<file path="src/rtl/commit_trace_unit.sv">
// Commit/event tracer: round-robin capture of NUM_CH event channels into a
// timestamped circular FIFO, plus commit order count, self-loop halt
// detection and a no-commit watchdog.
module commit_trace_unit #(
  parameter int unsigned WIDTH   = 32,
  parameter int unsigned NUM_CH  = 4,
  parameter int unsigned DEPTH   = 16,
  parameter int unsigned TS_W    = 32,
  parameter int unsigned TIMEOUT = 1000000,
  parameter int unsigned CNT_W   = 16,
  localparam int unsigned CH_W   = (NUM_CH > 1) ? $clog2(NUM_CH) : 1,
  localparam int unsigned CW     = $clog2(DEPTH) + 1
) (
  input  logic                    clk,
  input  logic                    rst,
  input  logic                    clear,
  input  logic                    overwrite,
  input  logic [NUM_CH-1:0]       ch_valid,
  output logic [NUM_CH-1:0]       ch_ready,
  input  logic [NUM_CH*WIDTH-1:0] ch_pc,
  input  logic [NUM_CH*WIDTH-1:0] ch_addr,
  input  logic [NUM_CH*WIDTH-1:0] ch_data,
  input  logic                    commit,
  input  logic [WIDTH-1:0]        pc_rdata,
  input  logic [WIDTH-1:0]        pc_wdata,
  output logic                    rd_valid,
  input  logic                    rd_ready,
  output logic [CH_W-1:0]         rd_ch,
  output logic [WIDTH-1:0]        rd_pc,
  output logic [WIDTH-1:0]        rd_addr,
  output logic [WIDTH-1:0]        rd_data,
  output logic [TS_W-1:0]         rd_ts,
  output logic [CW-1:0]           count,
  output logic [CNT_W-1:0]        drop_cnt,
  output logic [63:0]             order,
  output logic                    halt,
  output logic                    timeout
);

  localparam int unsigned AW        = $clog2(DEPTH);
  localparam int unsigned IW        = $clog2(TIMEOUT + 1);
  localparam logic [CW-1:0] DEPTH_C = CW'(DEPTH);
  localparam logic [IW-1:0] TMO_C   = IW'(TIMEOUT);
  localparam logic [CH_W-1:0] LAST_CH = CH_W'(NUM_CH - 1);

  typedef struct packed {
    logic [CH_W-1:0]  ch;
    logic [WIDTH-1:0] pc;
    logic [WIDTH-1:0] addr;
    logic [WIDTH-1:0] data;
    logic [TS_W-1:0]  ts;
  } entry_t;

  entry_t           mem_q [DEPTH];
  entry_t           wr_entry, head_entry;
  logic [AW-1:0]    head_q, head_d, tail_q, tail_d;
  logic [CW-1:0]    count_q, count_d;
  logic [CH_W-1:0]  rr_q, rr_d;
  logic [TS_W-1:0]  ts_q, ts_d;
  logic [CNT_W-1:0] drop_q, drop_d;
  logic [63:0]      order_q, order_d;
  logic             halt_q, halt_d, timeout_q, timeout_d;
  logic [IW-1:0]    idle_q, idle_d;

  logic             grant_found;
  logic [CH_W-1:0]  grant_idx, cand;
  int unsigned      idx;
  logic             empty, full, can_push, push, pop;

  // Round-robin search starting at rr_q; the first requesting channel wins
  always_comb begin
    grant_found = 1'b0;
    grant_idx   = '0;
    cand        = '0;
    idx         = 0;
    for (int unsigned k = 0; k < NUM_CH; k++) begin
      idx = 32'(rr_q) + k;
      if (idx >= NUM_CH) idx = idx - NUM_CH;
      cand = CH_W'(idx);
      if (!grant_found && ch_valid[cand]) begin
        grant_found = 1'b1;
        grant_idx   = cand;
      end
    end
  end

  // Handshake, head read-out and next-state for FIFO, arbiter and commit tracking
  always_comb begin
    empty    = (count_q == '0);
    full     = (count_q == DEPTH_C);
    // ready is based on the registered count, so a same-cycle pop never frees a slot
    can_push = rst & ~clear & (~full | overwrite);
    push     = grant_found & can_push;
    pop      = ~empty & rd_ready & ~clear;
    ch_ready = push ? (NUM_CH'(1) << grant_idx) : '0;

    wr_entry.ch   = grant_idx;
    wr_entry.pc   = ch_pc[32'(grant_idx) * WIDTH +: WIDTH];
    wr_entry.addr = ch_addr[32'(grant_idx) * WIDTH +: WIDTH];
    wr_entry.data = ch_data[32'(grant_idx) * WIDTH +: WIDTH];
    wr_entry.ts   = ts_q;

    head_entry = mem_q[head_q];
    rd_valid   = ~empty;
    rd_ch      = empty ? '0 : head_entry.ch;
    rd_pc      = empty ? '0 : head_entry.pc;
    rd_addr    = empty ? '0 : head_entry.addr;
    rd_data    = empty ? '0 : head_entry.data;
    rd_ts      = empty ? '0 : head_entry.ts;

    head_d    = head_q;
    tail_d    = tail_q;
    count_d   = count_q;
    drop_d    = drop_q;
    rr_d      = rr_q;
    ts_d      = ts_q + 1'b1;
    order_d   = order_q;
    halt_d    = halt_q;
    idle_d    = idle_q;
    timeout_d = timeout_q;

    if (clear) begin
      head_d    = '0;
      tail_d    = '0;
      count_d   = '0;
      drop_d    = '0;
      rr_d      = '0;
      order_d   = '0;
      halt_d    = 1'b0;
      idle_d    = '0;
      timeout_d = 1'b0;
    end else begin
      if (push) begin
        tail_d = tail_q + 1'b1;
        rr_d   = (grant_idx == LAST_CH) ? '0 : grant_idx + 1'b1;
      end
      // a pop and an overwrite discard both retire the head slot; only one step is needed
      if (pop || (push && full)) head_d = head_q + 1'b1;
      if (push && full && !pop && (drop_q != '1)) drop_d = drop_q + 1'b1;
      if (push && !pop && !full) count_d = count_q + 1'b1;
      else if (pop && !push)     count_d = count_q - 1'b1;

      order_d = order_q + 64'(commit);
      halt_d  = halt_q | (commit & (pc_rdata == pc_wdata));
      if (commit)              idle_d = '0;
      else if (idle_q != TMO_C) idle_d = idle_q + 1'b1;
      timeout_d = timeout_q | (idle_d == TMO_C);
    end
  end

  // Control and status registers
  always_ff @(posedge clk or negedge rst) begin
    if (!rst) begin
      head_q    <= '0;
      tail_q    <= '0;
      count_q   <= '0;
      drop_q    <= '0;
      rr_q      <= '0;
      ts_q      <= '0;
      order_q   <= '0;
      halt_q    <= 1'b0;
      idle_q    <= '0;
      timeout_q <= 1'b0;
    end else begin
      head_q    <= head_d;
      tail_q    <= tail_d;
      count_q   <= count_d;
      drop_q    <= drop_d;
      rr_q      <= rr_d;
      ts_q      <= ts_d;
      order_q   <= order_d;
      halt_q    <= halt_d;
      idle_q    <= idle_d;
      timeout_q <= timeout_d;
    end
  end

  // Trace storage; unread slots are masked at the output so no reset is needed
  always_ff @(posedge clk) begin
    if (push) mem_q[tail_q] <= wr_entry;
  end

  assign count    = count_q;
  assign drop_cnt = drop_q;
  assign order    = order_q;
  assign halt     = halt_q;
  assign timeout  = timeout_q;

endmodule

</file>
<file path="config.mk">
export PLATFORM = sky130hd
export DESIGN_NAME = commit_trace_unit
export DESIGN_NICKNAME = d
export VERILOG_FILES = /design/src/rtl/commit_trace_unit.sv
export SDC_FILE = /design/constraint.sdc
export NUM_CORES = 2
export LEC_CHECK = 0
export CORE_MARGIN = 5
export CORE_UTILIZATION = 50
export CTS_BUF_LIST = sky130_fd_sc_hd__clkbuf_2 sky130_fd_sc_hd__clkbuf_4 sky130_fd_sc_hd__clkbuf_8
export CTS_CLUSTER_SIZE = 24
export DETAILED_ROUTE_END_ITERATION = 8
export GPL_TIMING_DRIVEN = 0
export PLACE_DENSITY = 0.7
export SLEW_MARGIN = 20
export SYNTH_ARGS = -nofsm -noshare
export SYNTH_HDL_FRONTEND = slang
export SYNTH_SLANG_ARGS = --single-unit
</file>
<file path="constraint.sdc">
create_clock -name clk -period 37.4 [get_ports clk]
set_clock_uncertainty 0.2 [all_clocks]
set_input_delay 7.48 -clock clk [delete_from_list [all_inputs] [get_ports clk]]
set_output_delay 7.48 -clock clk [all_outputs]
set_load 0.02 [all_outputs]
</file>
==> impl_metrics.ini <==
[worst_setup_path]
r2r-end = mem_q[8][102]$_DFFE_PP_
critical_path_buf_inv_count = 5
rrSetupSlack_ns = 32.56
required_ns = 29.72
sequence_of_cells_on_the_critical_path = clkdlybuf4s50_1 -> a21oi_1 -> o21a_1 -> o22ai_1 -> clkbuf_1 -> clkbuf_1 -> inv_1 -> ha_1 -> and2_1 -> clkdlybuf4s50_1
timing_worst_setup_path_type = input pin to primary output
max_stage_delay_ns = 0.81
critPathArrivalTime_ns = 12.02
capturing_instance_or_port_of_the_critical_path = ch_ready[3]
launching_element_type_of_the_critical_path = input pin
r2r_cells = 11
critical-path-top-delay-family = buffers and inverters
critical_path_depth = 10
crit_path_max_fanout = 18
crit-reg2reg-launch = rr_q[1]$_DFFE_PN0P_
cp-startpoint = ch_valid[0]
end_kind = primary output
slowest_stage = sky130_fd_sc_hd__clkbuf_1

[routing]
dr.first_iter.drc_count = 5720
detailroute.via_count = 50600
final_antenna_net_count = 0
drt-vias-per-instance = 5.99
firstDrtPassIters = 5
drt-total-wl_um = 263000
drc_errors = 0
avg_wl_per_cell_um = 31.1

[timing]
max_slew_margin_pct = 15.9
hold-worst-slack_ns = 0.315
final.min_clock_period_ns = 19.70
post-route-period-util_pct = 52.7
worst_slack_ns = 17.70
finalSetupViolations = 0
final_count_of_hold_timing_violations = 0
rsz0062_at_grt = no
highest_attainable_clock_frequency_mhz = 50.8
timing_worst_slew_pin_value_ns = 1.26
report.final.slew_viol_count = 0

[synthesis]
yosys_warning_count = 0
synthesis.area_um2 = 89700
yosys_most_used_dff = sky130_fd_sc_hd__edfxtp_1
synth.lib_cells_used.distinct = 52
post_synth_inst_count = 4458
synth_area_per_cell_um2 = 20.1
synth_sequential_area_ratio_pct = 73.8
ys_seq_elements = 2229
synth-async-reset-ratio_pct = 6.68
number_of_flops_mapped_to_enable_cells_by_yosys = 2080
mappedNetlistNets = 4936

[place]
buffers_added_on_ports = 679
place.detailed.hpwl_um = 181000
pre_cts_ws_ns = 17.74
routabilityCongestion = 0.892

[clocking]
ctsLongestPathBuffers = 4
post_cts.resized_instances = 0
worst_skew_pair.late_latency_ns = 0.99
cts_hold_buf = 0
postCtsSetupBuffers = 0
clock_sinks = 2229
cts_tree = yes
htree_levels = 5
cts_buffers = 366
root_buffer = sky130_fd_sc_hd__clkbuf_8
path_clk_slew_ns = 0.06

[power_and_ir_drop]
peakVddDrop_mv = 0.0411
power_leakage_nw = 35.0
total_switching_power_mw = 1.87
power.share.switching_pct = 28.7
seq_power_share_pct = 44.8
power.share.combinational_pct = 24.1
areal_power_density_over_the_cells_nw_per_um2 = 58.8
clkPwrFrac_pct = 31.0
power_report.internal_total_mw = 4.63

[floorplan]
die_h_um = 434
design.core.area_um2 = 178000
starting_density_pct = 50.3
floorplan.rows = 155
die_area_um2 = 188000
die_width_um = 434
design.portCount = 680

[final_layout]
fraction_of_final_layout_cells_sized_beyond_drive_strength_1_pct = 28.9
syn_to_final_growth_pct = 23.2
fin_nets = 6307

[grt]
grt_pass1_vias = 52700
grt_first_pass_wirelength_um = 372000
globalRouteOverflowTotal = 0
grt_antenna_before_repair = 16
grt_use_total_pct = 28.0
grt_start_max_net_pins = 84

[worst_hold_path]
min-delay-path-class = flop to flop

[job]
max_cap_viol_count = 0

[run_status]
status = finished, final reports clean
-- stage by stage --
stage	TNS [ns]	area, µm²	std cells	total power, mW	util [%]
4_1_cts	0	110000	8450	6.55	61.8
6_report	0	111000	8457	6.50	62.0
3_3_place_gp	-3781.88	99500	7492	4.48	55.8
2_1_floorplan	0	89700	4458	3.79	-
3_5_place_dp	0	103000	7814	4.54	58.0
5_1_grt	0	111000	8454	6.73	62.0
-- synth_stat cells (4+ instances only) --
cell type | count | area, µm²
sky130_fd_sc_hd__ha_1 | 19 | 238
sky130_fd_sc_hd__nor2b_1 | 105 | 657
sky130_fd_sc_hd__and4_1 | 14 | 123
sky130_fd_sc_hd__xnor2_1 | 93 | 815
sky130_fd_sc_hd__edfxtp_1 | 2080 | 62500
sky130_fd_sc_hd__a21oi_1 | 30 | 150
sky130_fd_sc_hd__nor2_1 | 112 | 420
sky130_fd_sc_hd__nor3_2 | 10 | 100
sky130_fd_sc_hd__nand2b_1 | 5 | 31.3
sky130_fd_sc_hd__buf_1 | 44 | 165
sky130_fd_sc_hd__nand4_1 | 41 | 257
sky130_fd_sc_hd__mux4_2 | 650 | 14600
sky130_fd_sc_hd__o21ai_0 | 22 | 110
sky130_fd_sc_hd__inv_1 | 30 | 113
sky130_fd_sc_hd__a211oi_1 | 96 | 721
sky130_fd_sc_hd__nor3b_1 | 4 | 30.0
sky130_fd_sc_hd__nand3_1 | 56 | 280
sky130_fd_sc_hd__xor2_1 | 56 | 490
sky130_fd_sc_hd__buf_2 | 21 | 105
sky130_fd_sc_hd__clkbuf_1 | 193 | 724
sky130_fd_sc_hd__nand4b_1 | 5 | 43.8
sky130_fd_sc_hd__nor4_1 | 20 | 125
sky130_fd_sc_hd__o21ai_1 | 4 | 20.0
sky130_fd_sc_hd__and2_1 | 148 | 926
sky130_fd_sc_hd__or3_1 | 22 | 138
sky130_fd_sc_hd__mux2i_1 | 4 | 40.0
sky130_fd_sc_hd__nand2_1 | 250 | 938
sky130_fd_sc_hd__or4_1 | 7 | 52.6
sky130_fd_sc_hd__nor3_1 | 28 | 140
sky130_fd_sc_hd__a31oi_1 | 98 | 613
sky130_fd_sc_hd__and3_1 | 12 | 75.1
sky130_fd_sc_hd__dfrtp_1 | 149 | 3730
sky130_fd_sc_hd__o31ai_1 | 5 | 37.5
-- sequential cells by signal, indices dropped and copies added (netlist names) --
name / count
drop_cnt: 16
ts_q: 32
timeout: 1
tail_q: 4
mem_q: 2080
idle_q: 20
rr_q: 2
head_q: 4
halt: 1
count: 5
order: 64
-- layout by cell type, fill, tap and decap left out, drive strengths merged, types with 112 or more instances in the layout --
cell type	instances
and2	148
buf	368
nand2	250
edfxtp	2080
clkinv	119
nor2	112
mux4	650
dfrtp	149
clkbuf	723
clkdlybuf4s50	678
-- worst min-delay path by stage --
stage | startpoint | to | slack [ns] | cells past startpoint
finish | halt$_DFF_PN0_ | halt$_DFF_PN0_ | 0.31 | 2
global route | timeout$_DFF_PN0_ | timeout$_DFF_PN0_ | 0.38 | 2
CTS | halt$_DFF_PN0_ | halt$_DFF_PN0_ | 0.32 | 2
detailed placement | halt$_DFF_PN0_ | halt$_DFF_PN0_ | 0.30 | 2
global placement | halt$_DFF_PN0_ | halt$_DFF_PN0_ | 0.30 | 2
floorplan | idle_q[18]$_DFF_PN0_ | idle_q[18]$_DFF_PN0_ | 0.32 | 2
-- metal layers --
metal  vias to the layer above  track usage, %  part of all wire (%)
met5                         -               0                 0.013
li1                      21100               -                     -
met4                         4            13.3                   5.3
met3                       507            5.34                   7.9
met1                     26500            34.4                    36
met2                      2554            48.2                    51
-- cell type report --
cell class                 count  area [µm²]
multi-input combinational   1939       23200
fill                       12500       67900
clock buffer                 507        6200
clock inverter               129         662
antenna                        5        12.5
tap                         2355        2950
buffer                       259        1100
sequential                  2229       66200
inverter                      31         116
timing repair buffer        1003       10200
-- cell families after synthesis --
| group | after synthesis | share of synthesized area, % |
|---|---|---|
| flops | 2229 | 73.8 |
| xor+xnor | 149 | 1.45 |
| mux | 654 | 16.4 |
| fa+ha+maj | 20 | 0.287 |
| compound gates | 267 | 1.95 |
| buf+inv | 290 | 1.25 |
| simple gates | 849 | 4.95 |
-- worst min-delay path, stage by stage (launching register included) --
cell and delay [ns]:
sky130_fd_sc_hd__dfrtp_1 0.35, sky130_fd_sc_hd__a41oi_1 0.05, sky130_fd_sc_hd__nor2_1 0.08
-- power by group through the flow --
stage               registers (mW)  clock network, mW  logic, mW
finish                        2.92               2.02       1.57
global route                  2.92               2.17       1.65
CTS                           2.92               2.05       1.58
detailed placement            2.97                  0       1.58
global placement              2.99                  0       1.48
floorplan                     2.97                  0      0.811
(Power assumes the default switching activity.)
